$ cat src/rtl/rom_port_responder_if.sv
// Toggle-handshake port plus grant/valid memory bus
// seen from the responder (slave) and its peers (master).
interface rom_port_responder_if #(
  parameter int AW = 23
);
  logic          port_req;
  logic [AW-1:0] port_a;
  logic [1:0]    port_ds;
  logic          port_we;
  logic [15:0]   port_d;
  logic          port_ack;
  logic [15:0]   port_q;
  logic          mem_req;
  logic          mem_we;
  logic [AW-1:0] mem_addr;
  logic [1:0]    mem_be;
  logic [15:0]   mem_din;
  logic          mem_gnt;
  logic          mem_rvalid;
  logic [15:0]   mem_rdata;

  modport slave (
    input  port_req, port_a, port_ds,
    input  port_we, port_d,
    input  mem_gnt, mem_rvalid, mem_rdata,
    output port_ack, port_q,
    output mem_req, mem_we, mem_addr,
    output mem_be, mem_din
  );

  modport master (
    output port_req, port_a, port_ds,
    output port_we, port_d,
    output mem_gnt, mem_rvalid, mem_rdata,
    input  port_ack, port_q,
    input  mem_req, mem_we, mem_addr,
    input  mem_be, mem_din
  );
endinterface

$ cat src/rtl/rom_port_responder.sv
// Queues port_req toggles and replays them in order on
// the grant/valid memory bus, toggling port_ack per completion.
module rom_port_responder #(
  parameter int AW    = 23,
  parameter int DEPTH = 4
) (
  input  logic clk_mem,
  input  logic reset_n,
  rom_port_responder_if.slave bus,
  output logic busy,
  output logic overflow
);
  localparam int L = $clog2(DEPTH);

  localparam logic [1:0] IDLE  = 2'd0;
  localparam logic [1:0] ISSUE = 2'd1;
  localparam logic [1:0] RWAIT = 2'd2;
  localparam logic [1:0] DONE  = 2'd3;

  localparam logic [L:0] ONE = {{L{1'b0}}, 1'b1};

  logic [1:0]    state;
  logic          req_seen;
  logic [L:0]    wr_ptr;
  logic [L:0]    rd_ptr;
  logic [L-1:0]  wi;
  logic [L-1:0]  ri;
  logic          empty;
  logic          full;
  logic          push;
  logic          pop;
  logic          take;

  logic [AW-1:0] f_a  [DEPTH];
  logic [1:0]    f_ds [DEPTH];
  logic          f_we [DEPTH];
  logic [15:0]   f_d  [DEPTH];

  assign wi    = wr_ptr[L-1:0];
  assign ri    = rd_ptr[L-1:0];
  assign empty = wr_ptr == rd_ptr;
  assign full  = (wr_ptr[L] != rd_ptr[L]) && (wi == ri);
  assign push  = bus.port_req != req_seen;
  assign pop   = state == DONE;
  // a pop in the same edge frees the slot being written
  assign take  = push && (!full || pop);

  always_ff @(posedge clk_mem or negedge reset_n) begin
    if (!reset_n) begin
      req_seen <= 1'b0;
      wr_ptr   <= '0;
      rd_ptr   <= '0;
      overflow <= 1'b0;
    end else begin
      if (push)
        req_seen <= bus.port_req;
      if (take)
        wr_ptr <= wr_ptr + ONE;
      if (push && !take)
        overflow <= 1'b1;
      if (pop)
        rd_ptr <= rd_ptr + ONE;
    end
  end

  always_ff @(posedge clk_mem) begin
    if (take) begin
      f_a[wi]  <= bus.port_a;
      f_ds[wi] <= bus.port_ds;
      f_we[wi] <= bus.port_we;
      f_d[wi]  <= bus.port_d;
    end
  end

  always_ff @(posedge clk_mem or negedge reset_n) begin
    if (!reset_n) begin
      state        <= IDLE;
      bus.port_ack <= 1'b0;
      bus.port_q   <= '0;
      bus.mem_req  <= 1'b0;
      bus.mem_we   <= 1'b0;
      bus.mem_addr <= '0;
      bus.mem_be   <= '0;
      bus.mem_din  <= '0;
    end else begin
      unique case (state)
        IDLE: begin
          if (!empty) begin
            if (f_we[ri] && f_ds[ri] == 2'b00) begin
              state <= DONE;
            end else begin
              state        <= ISSUE;
              bus.mem_req  <= 1'b1;
              bus.mem_we   <= f_we[ri];
              bus.mem_addr <= f_a[ri];
              bus.mem_be   <= f_we[ri] ? f_ds[ri] : 2'b11;
              bus.mem_din  <= f_d[ri];
            end
          end
        end
        ISSUE: begin
          if (bus.mem_gnt) begin
            bus.mem_req <= 1'b0;
            state       <= bus.mem_we ? DONE : RWAIT;
          end
        end
        RWAIT: begin
          if (bus.mem_rvalid) begin
            bus.port_q <= bus.mem_rdata;
            state      <= DONE;
          end
        end
        DONE: begin
          bus.port_ack <= ~bus.port_ack;
          state        <= IDLE;
        end
        default: state <= IDLE;
      endcase
    end
  end

  always_ff @(posedge clk_mem or negedge reset_n) begin
    if (!reset_n)
      busy <= 1'b0;
    else
      busy <= !empty || state != IDLE;
  end
endmodule

$ cat src/flat_wrapper.sv
// flat-port wrapper written by rule: the top's interface ports become plain ports
module rom_port_responder_flat 
#(
  parameter int AW    = 23,
  parameter int DEPTH = 4
)
  (clk_mem, reset_n, busy, overflow, bus_port_req, bus_port_a, bus_port_ds, bus_port_we, bus_port_d, bus_mem_gnt, bus_mem_rvalid, bus_mem_rdata, bus_port_ack, bus_port_q, bus_mem_req, bus_mem_we, bus_mem_addr, bus_mem_be, bus_mem_din);
  rom_port_responder_if #(.AW(AW)) bus_i ();
  input  logic clk_mem;
  input  logic reset_n;
  output logic busy;
  output logic overflow;
  input wire logic [$bits(bus_i.port_req)-1:0] bus_port_req;
  input wire logic [$bits(bus_i.port_a)-1:0] bus_port_a;
  input wire logic [$bits(bus_i.port_ds)-1:0] bus_port_ds;
  input wire logic [$bits(bus_i.port_we)-1:0] bus_port_we;
  input wire logic [$bits(bus_i.port_d)-1:0] bus_port_d;
  input wire logic [$bits(bus_i.mem_gnt)-1:0] bus_mem_gnt;
  input wire logic [$bits(bus_i.mem_rvalid)-1:0] bus_mem_rvalid;
  input wire logic [$bits(bus_i.mem_rdata)-1:0] bus_mem_rdata;
  output wire logic [$bits(bus_i.port_ack)-1:0] bus_port_ack;
  output wire logic [$bits(bus_i.port_q)-1:0] bus_port_q;
  output wire logic [$bits(bus_i.mem_req)-1:0] bus_mem_req;
  output wire logic [$bits(bus_i.mem_we)-1:0] bus_mem_we;
  output wire logic [$bits(bus_i.mem_addr)-1:0] bus_mem_addr;
  output wire logic [$bits(bus_i.mem_be)-1:0] bus_mem_be;
  output wire logic [$bits(bus_i.mem_din)-1:0] bus_mem_din;
  assign bus_i.port_req = bus_port_req;
  assign bus_i.port_a = bus_port_a;
  assign bus_i.port_ds = bus_port_ds;
  assign bus_i.port_we = bus_port_we;
  assign bus_i.port_d = bus_port_d;
  assign bus_i.mem_gnt = bus_mem_gnt;
  assign bus_i.mem_rvalid = bus_mem_rvalid;
  assign bus_i.mem_rdata = bus_mem_rdata;
  assign bus_port_ack = bus_i.port_ack;
  assign bus_port_q = bus_i.port_q;
  assign bus_mem_req = bus_i.mem_req;
  assign bus_mem_we = bus_i.mem_we;
  assign bus_mem_addr = bus_i.mem_addr;
  assign bus_mem_be = bus_i.mem_be;
  assign bus_mem_din = bus_i.mem_din;
  rom_port_responder #(.AW(AW), .DEPTH(DEPTH)) u_core (.clk_mem(clk_mem), .reset_n(reset_n), .bus(bus_i), .busy(busy), .overflow(overflow));
endmodule
$ cat config.mk
export PLATFORM = sky130hd
export DESIGN_NAME = rom_port_responder_flat
export DESIGN_NICKNAME = d
export VERILOG_FILES = /design/src/rtl/rom_port_responder_if.sv /design/src/rtl/rom_port_responder.sv /design/src/flat_wrapper.sv
export SDC_FILE = /design/constraint.sdc
export NUM_CORES = 1
export LEC_CHECK = 0
export BUFFER_PORTS_ARGS = -buffer_cell sky130_fd_sc_hd__buf_4
export CAP_MARGIN = 5
export CORE_UTILIZATION = 57
export DETAILED_ROUTE_END_ITERATION = 6
export GPL_TIMING_DRIVEN = 1
export PLACE_DENSITY = 0.8
export SYNTH_ARGS = -nofsm -noshare
export SYNTH_HDL_FRONTEND = slang
export SYNTH_SLANG_ARGS = --single-unit
$ cat constraint.sdc
create_clock -name clk_mem -period 3.8 [get_ports clk_mem]
set_input_delay 0.57 -clock clk_mem [delete_from_list [all_inputs] [get_ports clk_mem]]
set_output_delay 0.57 -clock clk_mem [all_outputs]
set_load 0.01 [all_outputs]
# --- After elaboration in Yosys (flattened, before gate mapping) ---
# Memory sizes are Yosys's and may differ from the RTL's. A register that Yosys moved wholly into a read port is not among the register bits.
# Index checks and enable logic that the tools add are counted.
totals:
  ff_bits: 32
  ramBits: 168
  inputBits: 63
  output_inout_bits: 62
  memories: 4
classes:
  addsub: 2
  eq_ne: 11
  n_mux: 13
  bitwise: 3
  n_reduce_logical: 19
mem_list:
  columns: ["memory", "words", "word_bits", "rd", "rd_clocked_by_memory_dff", "write_ports", "line_no", "source"]
  rows:
  - ["u_core.f_a", 4, 23, 1, 1, 1, "rom_port_responder.sv:34", "logic [AW-1:0] f_a [DEPTH];"]
  - ["u_core.f_d", 4, 16, 1, 1, 1, "rom_port_responder.sv:37", "logic [15:0] f_d [DEPTH];"]
  - ["u_core.f_ds", 4, 2, 1, 0, 1, "rom_port_responder.sv:35", "logic [1:0] f_ds [DEPTH];"]
  - ["u_core.f_we", 4, 1, 1, 0, 1, "rom_port_responder.sv:36", "logic f_we [DEPTH];"]
op_table:
  columns: ["operator", "count"]
  rows:
  - ["$mux W2", 5]
  - ["$ne A2 B2 Y1 const B", 4]
  - ["$pmux W2 S4", 1]
  - ["$add A3 B1 Y3 const B", 2]
  - ["$mux W1", 6]
  - ["$reduce_and A3 Y1", 2]
  - ["$logic_not A1 Y1", 5]
  - ["$eq A2 B2 Y1 const B", 2]
  - ["$logic_and A1 B1 Y1", 4]
  - ["$logic_not A2 Y1", 2]
  - ["$reduce_and A4 Y1", 1]
  - ["$reduce_bool A2 Y1", 2]
  - ["$eq A3 B3 Y1", 1]
  - ["$not A1 Y1", 3]
  - ["$eq A2 B1 Y1 const B", 1]
  - ["$eq A2 B2 Y1", 1]
  - ["$logic_or A1 B1 Y1", 2]
  - ["$ne A1 B1 Y1", 2]
  - ["$pmux W1 S2", 1]
  - ["$reduce_and A2 Y1", 1]

# --- Depth between registers and ports, before layout ---
# Gate-level depths: netlist of the first run.
depth:
  depth_word: 7
  depth_mapped: 7

# --- Worst setup path before layout of the first run ---
# No wires, ideal clock.
synth_timing:
  kind: "reg-to-reg"
  start: "reg u_core.rd_ptr[1]"
  end: "mem u_core.f_a[3][0] (enable)"
  setup_time_ns: 0.405
  arrival_ns: 2.233
  required_time_ns: 3.395
  slack_ns: 1.162
  stages_incl_launch_ff: 5
  path_buffers: 1
  path_cell_list: "dfrtp_1 -> clkbuf_1 -> xnor2_1 -> a41oi_1 -> and2_1"
synth_between:
  elab_chain_cells: 7
synth_lines:
  columns: ["item", "line_no", "source"]
  rows:
  - ["start: declaration", "rom_port_responder.sv:25", "logic [L:0] rd_ptr;"]
  - ["start signal: assignment", "rom_port_responder.sv:62", "rd_ptr <= rd_ptr + ONE;"]
  - ["$eq A2 B2 Y1", "rom_port_responder.sv:42", "assign full = (wr_ptr[L] != rd_ptr[L]) && (wi == ri);"]
  - ["$logic_and A1 B1 Y1", "rom_port_responder.sv:42", null]
  - ["$logic_not A1 Y1", "rom_port_responder.sv:46", "assign take = push && (!full || pop);"]
  - ["$logic_or A1 B1 Y1", "rom_port_responder.sv:46", null]
  - ["$logic_and A1 B1 Y1", "rom_port_responder.sv:46", null]
  - ["$mux W1", "rom_port_responder.sv:67", "if (take) begin"]
  - ["$mux W1 (implied by the code)", "rom_port_responder.sv:68", "f_a[wi] <= bus.port_a;"]
  - ["end: declaration", "rom_port_responder.sv:34", null]
# Every way passes these cells.

# --- Worst setup path after layout of the first run ---
layout_timing:
  start: "reg u_core.rd_ptr[1]"
  end: "reg u_core.bus.mem_addr[6] (read register of u_core.f_a)"
layout_between:
  elab_chain_cells: 5
  word_cells_on_any_way: 8
layout_lines:
  columns: ["item", "line_no", "source"]
  rows:
  - ["$mem_v2 Z4 W2", null, null]
  - ["$logic_not A2 Y1", "rom_port_responder.sv:89", "if (f_we[ri] && f_ds[ri] == 2'b00) begin"]
  - ["$logic_and A1 B1 Y1", "rom_port_responder.sv:89", null]
  - ["$not A1 Y1 (no source line)", null, null]
  - ["$reduce_and A3 Y1 (no source line)", null, null]
  - ["end: declaration", "rom_port_responder_if.sv:27", "output mem_req, mem_we, mem_addr,"]
# Several ways; a longest one is shown, not always the timed one.
# A chain may end at the register's enable or synchronous reset.

==> results by group, run 1 <==
Floorplanning
  • Die span in y: 128.7 um
  • Initial core utilization: approximately three fifths
  • Row count: 45
  • Core Region: 0.01543 mm^2
  • Die width: 128.7 um
  • Die area: about 0.017 mm^2
  • I/O Pins: 125

Worst setup path
  • CP Data Required Time: 4.19 ns
  • Crit path DAT: 3.49 ns
  • Worst Setup End Kind: register
  • Worst path max stage delay: 0.86 ns
  • Worst reg-to-reg setup slack: 0.70 ns
  • Crit-path leading delay family: simple AND/OR/NAND/NOR gates
  • WS Path Type: register to register
  • Reg2reg start: u_core.rd_ptr[1]$_DFFE_PN0N_
  • Buf/Inv on CP: 1
  • CP max-delay cell: and3_2
  • Crit-path cells: mux4_2, or3b_1, and3_2, buf_4, mux2_4
  • Worst r2r path cells: 5
  • Crit start category: register
  • Terminus of the critical flop-to-flop path: u_core.bus.mem_addr[6]$_DFFE_PN0P_
  • Worst Path Max Fanout: 27

Routing
  • DRC: 0
  • Met2 routed WL: 8114 um
  • Vias/cell: approximately 5.6
  • Antenna viol nets, final: 0
  • M1 WL: 6970 um
  • DRT iter0 DRCs: 255
  • WL met3: 1011 um
  • DR pass1 iterations: 4
  • Via count of the routed design: roughly 4400
  • Routed length per placed instance: between 20 and 25 um
  • Final wirelength: 16310 um
  • DR top layer: met4

Clock network
  • Clk sinks: 239
  • Post-CTS Setup Bufs: 0
  • Hold Buf Count CTS: 0
  • Max Root-Sink Buffers: 3
  • Worst-Skew Late Latency: 0.51 ns
  • Clock slew at reported path FFs: around 0.06 ns
  • TritonCTS clock tree: yes
  • PostCTS Resize Cnt: 0
  • CTS buffer count: 24
  • CTS Root Buffer Type: clkbuf_16
  • H-Tree Depth: 1

Synthesis
  • Top-area cell type share of the netlist area: 55.10%
  • Distinct cell type count after synthesis: 33
  • Ys Warns: 0
  • Post-Synthesis Cells: between 400 and 500
  • Post-synth EDFFs: 168
  • Ranking of synthesized cells by area: edfxtp_1, dfrtp_1, mux4_2
  • Post-Synthesis Cell Area: between 0.009 and 0.01 mm^2
  • Async S/R FF share, synth: 29.71%
  • Register bit total from synthesis: approximately 240
  • Syn Nets: 489
  • Syn avg cell area: 21.96 um^2
  • Leading area contributor after synthesis: edfxtp_1
  • Post-synthesis sequential area ratio: 74.50%
  • Top FF cell, synth: edfxtp_1

Finish
  • Synthesis-to-finish area growth: 20.91%
  • Ant diodes: 0
  • Net count, final: approximately 630
  • Fin cells: 789
  • Filler cells: slightly below 1000
  • Share of layout cells above drive strength 1: 48.10%
  • Fin util: 71.76%
  • Multi-input gate area: 0.002167 mm^2
  • Register area: 0.006827 mm^2

Hold path
  • Hold Path Cell Cnt: 1
  • Worst Hold End: u_core.req_seen$_DFFE_PN0P_
  • Min-delay worst type: input port to register
  • Worst hold path startpoint: bus_port_req

Global routing
  • Antenna violations before repair: 0
  • Largest net degree at the start of global routing: 72
  • Gr usage total: 20.82%
  • Vias in the first global route: 4556
  • Grt ovf: 0
  • First-pass GRT wire length: approximately 26000 um

Power
  • Switching share of power: just under 30%
  • Leakage: about 4.3 nW
  • P per Cell Area: 875.6 mW/mm^2
  • Internal power: between 0.006 and 0.007 W
  • Clock share of power: 23.8%
  • Combinational group share of total power: 33.8%
  • Sequential share of power: 42.3%
  • NetSw: 0.002808 W
  • Max IR drop VDD: 0.5935 mV

Timing
  • Measured slew at the worst slew-check pin: just under 1 ns
  • Final setup vio count: 0
  • Final Critical Period: just over 3 ns
  • Slew headroom: 34.22%
  • Final-report max-slew violation count: 0
  • Fin Clk Skew: 0.01112 ns
  • RSZ-0062 raised after global routing: false
  • Final Hold Viols: 0
  • FMAX: 323.0 MHz
  • Tcrit/Tclk final: 81.47%
  • Final TNS setup: 0 ns

Placement
  • IO Port Bufs: ~120
  • Placed Cells incl. Taps: 745
  • Post-DP HPWL: 9953 um
  • GPL Wtd Cong: 0.7603

Status
  • Status: completed

Flow run
  • Max_cap viols: 0
[cell usage in the layout, fill, tap and decap left out, types with 4 or more instances in the layout]
cell	n
and2_2	4
buf_4	134
clkbuf_1	7
clkbuf_16	25
clkinv_2	7
dfrtp_1	69
edfxtp_1	168
ha_1	9
inv_1	8
mux2_2	18
mux2_4	40
mux4_2	42
nand2_1	8
xnor2_1	6
xor2_1	4
[cell usage after synthesis, drive strengths merged (4+ instances only)]
cell type,number
and2,4
buf,8
clkbuf,9
dfrtp,71
edfxtp,168
ha,9
inv,8
mux2,59
mux4,42
nand2,8
xnor2,6
xor2,4
[worst max path at each step]
stage | from | cells after the start | to
CTS | u_core.rd_ptr[1]$_DFFE_PN0N_ | 5 | u_core.bus.mem_addr[9]$_DFFE_PN0P_
floorplan | u_core.rd_ptr[1]$_DFFE_PN0N_ | 4 | u_core.f_a[3][0]$_DFFE_PP_
global route | u_core.rd_ptr[1]$_DFFE_PN0N_ | 5 | u_core.bus.mem_addr[9]$_DFFE_PN0P_
global placement | u_core.rd_ptr[1]$_DFFE_PN0N_ | 5 | u_core.bus.mem_din[2]$_DFFE_PN0P_
detailed placement | u_core.rd_ptr[1]$_DFFE_PN0N_ | 5 | u_core.bus.mem_addr[6]$_DFFE_PN0P_
finish | u_core.rd_ptr[1]$_DFFE_PN0N_ | 5 | u_core.bus.mem_addr[6]$_DFFE_PN0P_
[routing by layer]
metal	vias up	global-route usage, %
met5	-	0
li1	1937	-
met2	150	33.99
met1	2308	29.04
met3	19	4.200
met4	0	5.675
[through the flow]
stage / power (W) / worst slack [ns] / hold slack, ns / cell area [um^2]
floorplan: 0.006405 / 1.162 / 0.2744 / 9156
finish: 0.009693 / 0.7042 / 0.1868 / 11070
global placement: 0.007331 / 0.6774 / 0.4604 / 10290
detailed placement: 0.007455 / 0.6720 / 0.4615 / 10290
CTS: 0.009805 / 0.6576 / 0.1695 / 11070
global route: 0.01017 / 0.5103 / 0.1722 / 11070
[flip-flops by register name, summed over array words and instances (netlist names), 4 cells and up]
register,cells
u_core.bus.mem_addr,23
u_core.bus.port_q,16
u_core.f_a,92
u_core.f_we,4
u_core.f_d,64
u_core.bus.mem_din,16
u_core.f_ds,8
[logic make-up after synthesis]
group,Yosys count,share of synthesized area [%]
xor+xnor,10,0.9565
flops,239,74.50
compound gates,12,0.9430
fa+ha+maj,9,1.230
buf+inv,25,1.899
mux,101,19.23
simple gates,21,1.244
[power groups by stage]
stage / Clock, W / Sequential [W] / Combinational [W]
after detailed placement: 0 / 0.00414 / 0.00331
after CTS: 0.00235 / 0.00411 / 0.00334
after global placement: 0 / 0.00410 / 0.00323
after global routing: 0.00247 / 0.00419 / 0.00352
final: 0.00231 / 0.00410 / 0.00328
after floorplan: 0 / 0.00414 / 0.00227
[final cells by class]
type	instances	area share, %
sequential	239	61.66
multi-input combinational	153	19.58
timing repair buffer	134	9.087
clock buffer	33	6.013
tap	211	2.385
clock inverter	11	1.006
inverter	8	0.2712
Note: power is estimated with default switching activity, not from simulation.
==> run 2: changes to the inputs <==
--- a/config.mk
+++ b/config.mk
@@ -5,12 +5,13 @@
 export SDC_FILE = /design/constraint.sdc
 export NUM_CORES = 1
 export LEC_CHECK = 0
+export ABC_AREA = 1
 export BUFFER_PORTS_ARGS = -buffer_cell sky130_fd_sc_hd__buf_4
 export CAP_MARGIN = 5
-export CORE_UTILIZATION = 57
+export CORE_UTILIZATION = 51
 export DETAILED_ROUTE_END_ITERATION = 6
 export GPL_TIMING_DRIVEN = 1
-export PLACE_DENSITY = 0.8
+export PLACE_DENSITY = 0.76
 export SYNTH_ARGS = -nofsm -noshare
 export SYNTH_HDL_FRONTEND = slang
 export SYNTH_SLANG_ARGS = --single-unit
==> constraint.sdc (replaced) <==
create_clock -name clk_mem -period 2.7 [get_ports clk_mem]
set_input_delay 0.405 -clock clk_mem [delete_from_list [all_inputs] [get_ports clk_mem]]
set_output_delay 0.405 -clock clk_mem [all_outputs]
set_load 0.01 [all_outputs]
==> results by group, run 2 <==
Placement
  • IO Port Bufs: 124
  • Post-DP HPWL: 11490 um
  • Dpl cell area: 0.01040 mm^2
  • GPL Wtd Cong: 0.7591
  • Place WS: 0.4014 ns

Timing
  • Tcrit/Tclk final: 84.43%
  • Fin Clk Skew: 0.02790 ns
  • Final Hold Viols: 0
  • Final-report max-slew violation count: 0
  • Slew headroom: 37.66%
  • Setup WS post-layout: 0.4203 ns
  • RSZ-0062 raised after global routing: false
  • Final setup vio count: 0
  • FMAX: roughly 440 MHz
  • Final Critical Period: 2.280 ns
  • Measured slew at the worst slew-check pin: 0.9350 ns

Worst setup path
  • Worst path max stage delay: roughly 0.45 ns
  • Worst Setup End Kind: register
  • Worst Path Max Fanout: 33
  • Buf/Inv on CP: 1
  • CP max-delay cell: buf_4
  • WS Path Type: register to register
  • Crit-path cells: ha_1, nor2_1, nand2_1, nand2_1, nor2_4, buf_4
  • Crit-path leading delay family: simple AND/OR/NAND/NOR gates
  • Most frequent CP cell: nand2_1
  • Crit start category: register
  • CP Data Required Time: 2.84 ns
  • Crit path DAT: 2.42 ns

Power
  • Leakage: 4.560 nW
  • Max IR drop VDD: 0.7527 mV
  • P per Cell Area: 1238 mW/mm^2

Synthesis
  • Leading area contributor after synthesis: edfxtp_1
  • Post-synthesis sequential area ratio: around 74%
  • Distinct cell type count after synthesis: 26
  • Syn avg cell area: between 10 and 15 um^2
  • Ys Warns: 0
  • Top-area cell type share of the netlist area: 54.84%
  • Post-Synthesis Cell Area: 0.009199 mm^2
  • Most common cell in the netlist: edfxtp_1
  • Post-synth EDFFs: roughly 170
  • Syn Nets: 793
  • Async S/R FF share, synth: 29.71%
  • Ranking of synthesized cells by area: edfxtp_1, dfrtp_1, nand2_1
  • Register bit total from synthesis: 239
  • Synth cell count leaders: edfxtp_1, nand2_1, nor2_1
  • Post-Synthesis Cells: 721
  • Top FF cell, synth: edfxtp_1

Floorplanning
  • I/O Pins: 125
  • Die span in y: approximately 140 um
  • Core Region: roughly 0.017 mm^2
  • Die width: ~140 um
  • Initial core utilization: between 50% and 60%
  • Row count: 48
  • Die area: 0.01858 mm^2

Global routing
  • Grt ovf: 0
  • Vias in the first global route: 5819
  • Largest net degree at the start of global routing: 72
  • Gr usage total: a little over a fifth
  • Antenna violations before repair: 1
  • First-pass GRT wire length: 30590 um

Routing
  • Antenna viol nets, final: 0
  • DRC: 0
  • DRT iter0 DRCs: about 420
  • Via count of the routed design: 6001
  • Vias/cell: 5.485
  • DR pass1 iterations: 5
  • Routed length per placed instance: 17.74 um
  • Final wirelength: 19400 um

Finish
  • Biggest register: u_core.f_a
  • Net count, final: around 920
  • Filler cells: 1286
  • Finished layout cell area: 0.01126 mm^2
  • Share of layout cells above drive strength 1: around 24%
  • Largest register FFs: 92
  • Most common cell after layout, fill and taps aside: edfxtp_1
  • Synthesis-to-finish area growth: 22.40%
  • Commonest cells after routing, fill and taps aside: edfxtp_1, buf_4, nand2_1
  • Largest registers: u_core.f_a: 92 flops, u_core.f_d: 64 flops, u_core.bus.mem_addr: 23 flops
  • Ant diodes: 0

Clock network
  • CTS Root Buffer Type: clkbuf_16
  • Clock slew at reported path FFs: 0.06 ns
  • H-Tree Depth: 1
  • Clk sinks: 239
  • Worst-Skew Late Latency: 0.52 ns
  • TritonCTS clock tree: yes
  • Max Root-Sink Buffers: 3
  • CTS buffer count: 24

Status
  • Status: completed

Flow run
  • Max_cap viols: 0

Hold path
  • Min-delay worst type: input port to asynchronous set/reset pin
## run 2: through the flow
step	hold slack (ns)	util [%]	power [W]	instances	setup TNS [ns]
floorplan	0.1094	-	0.008633	721	-70.49
global placement	0.4536	59.50	0.01034	1049	0
detailed placement	0.4605	59.50	0.01050	1049	0
CTS	0.003629	64.37	0.01405	1093	0
global route	0.06523	64.43	0.01483	1094	0
finish	0.04421	64.43	0.01394	1094	0
## run 2: logic make-up (layout without fill, tap and decap cells)
| group | count (synthesis) | count (layout) | synth area share, % |
|---|---|---|---|
| AND/OR/NAND/NOR | 267 | 267 | 11.85 |
| flip-flops | 239 | 239 | 74.16 |
| AO/OA/AOI/OAI | 125 | 125 | 7.440 |
| buffers and inverters | 59 | 207 | 2.802 |
| multiplexers | 16 | 16 | 1.959 |
| adder cells (fa/ha/maj) | 9 | 9 | 1.224 |
| XOR/XNOR | 6 | 6 | 0.5713 |
## run 2: per-layer routing
metal / part of all wire, % / GRT usage [%] / vias to the layer above / routed length [um]
met5: 0.052 / 0 / - / 10
met4: 1.2 / 4.753 / 2 / 242
met3: 7.7 / 4.064 / 22 / 1487
met2: 48 / 35.73 / 244 / 9325
met1: 43 / 29.83 / 2918 / 8339
li1: - / - / 2815 / -
## run 2: area by class of cell
class / count / area (um^2) / share of cell area [%]
Timing Repair Buffer: 144 / 1084 / 9.623
Sequential cell: 239 / 6823 / 60.60
Clock inverter: 15 / 211.5 / 1.878
Clock buffer: 29 / 639.4 / 5.678
Tap cell: 225 / 281.5 / 2.500
Inverter: 19 / 71.32 / 0.6334
Multi-Input combinational cell: 423 / 2150 / 19.09
## run 2: what timing repair did
item	4_1_cts	5_1_grt
endpoints found under the hold margin	0	1
setup buffers	0	0
hold buffers	0	1
gates resized for setup	0	0
## run 2: power by group
part | switching, W | internal [W] | total, W | leakage [nW]
clock network | 0.00134 | 0.00217 | 0.00351 | 0.416
logic | 0.00309 | 0.00179 | 0.00488 | 1.75
registers | 0.000437 | 0.00511 | 0.00555 | 2.39
## run 2: worst paths after layout
path	from	end	slack, ns	cells past startpoint
max	u_core.state[0]$_DFFE_PN0P_	u_core.f_d[0][6]$_DFFE_PP_	0.42	6
min in group clk_mem	bus_port_a[11]	u_core.f_a[2][11]$_DFFE_PP_	0.08	1
max in group asynchronous	reset_n	u_core.rd_ptr[0]$_DFFE_PN0N_	2.01	1
min reg2reg	u_core.bus.mem_din[13]$_DFFE_PN0P_	u_core.bus.mem_din[13]$_DFFE_PN0P_	0.47	2
min	reset_n	u_core.bus.mem_din[10]$_DFFE_PN0P_	0.04	1
max reg2reg	u_core.state[0]$_DFFE_PN0P_	u_core.f_d[0][6]$_DFFE_PP_	0.42	6
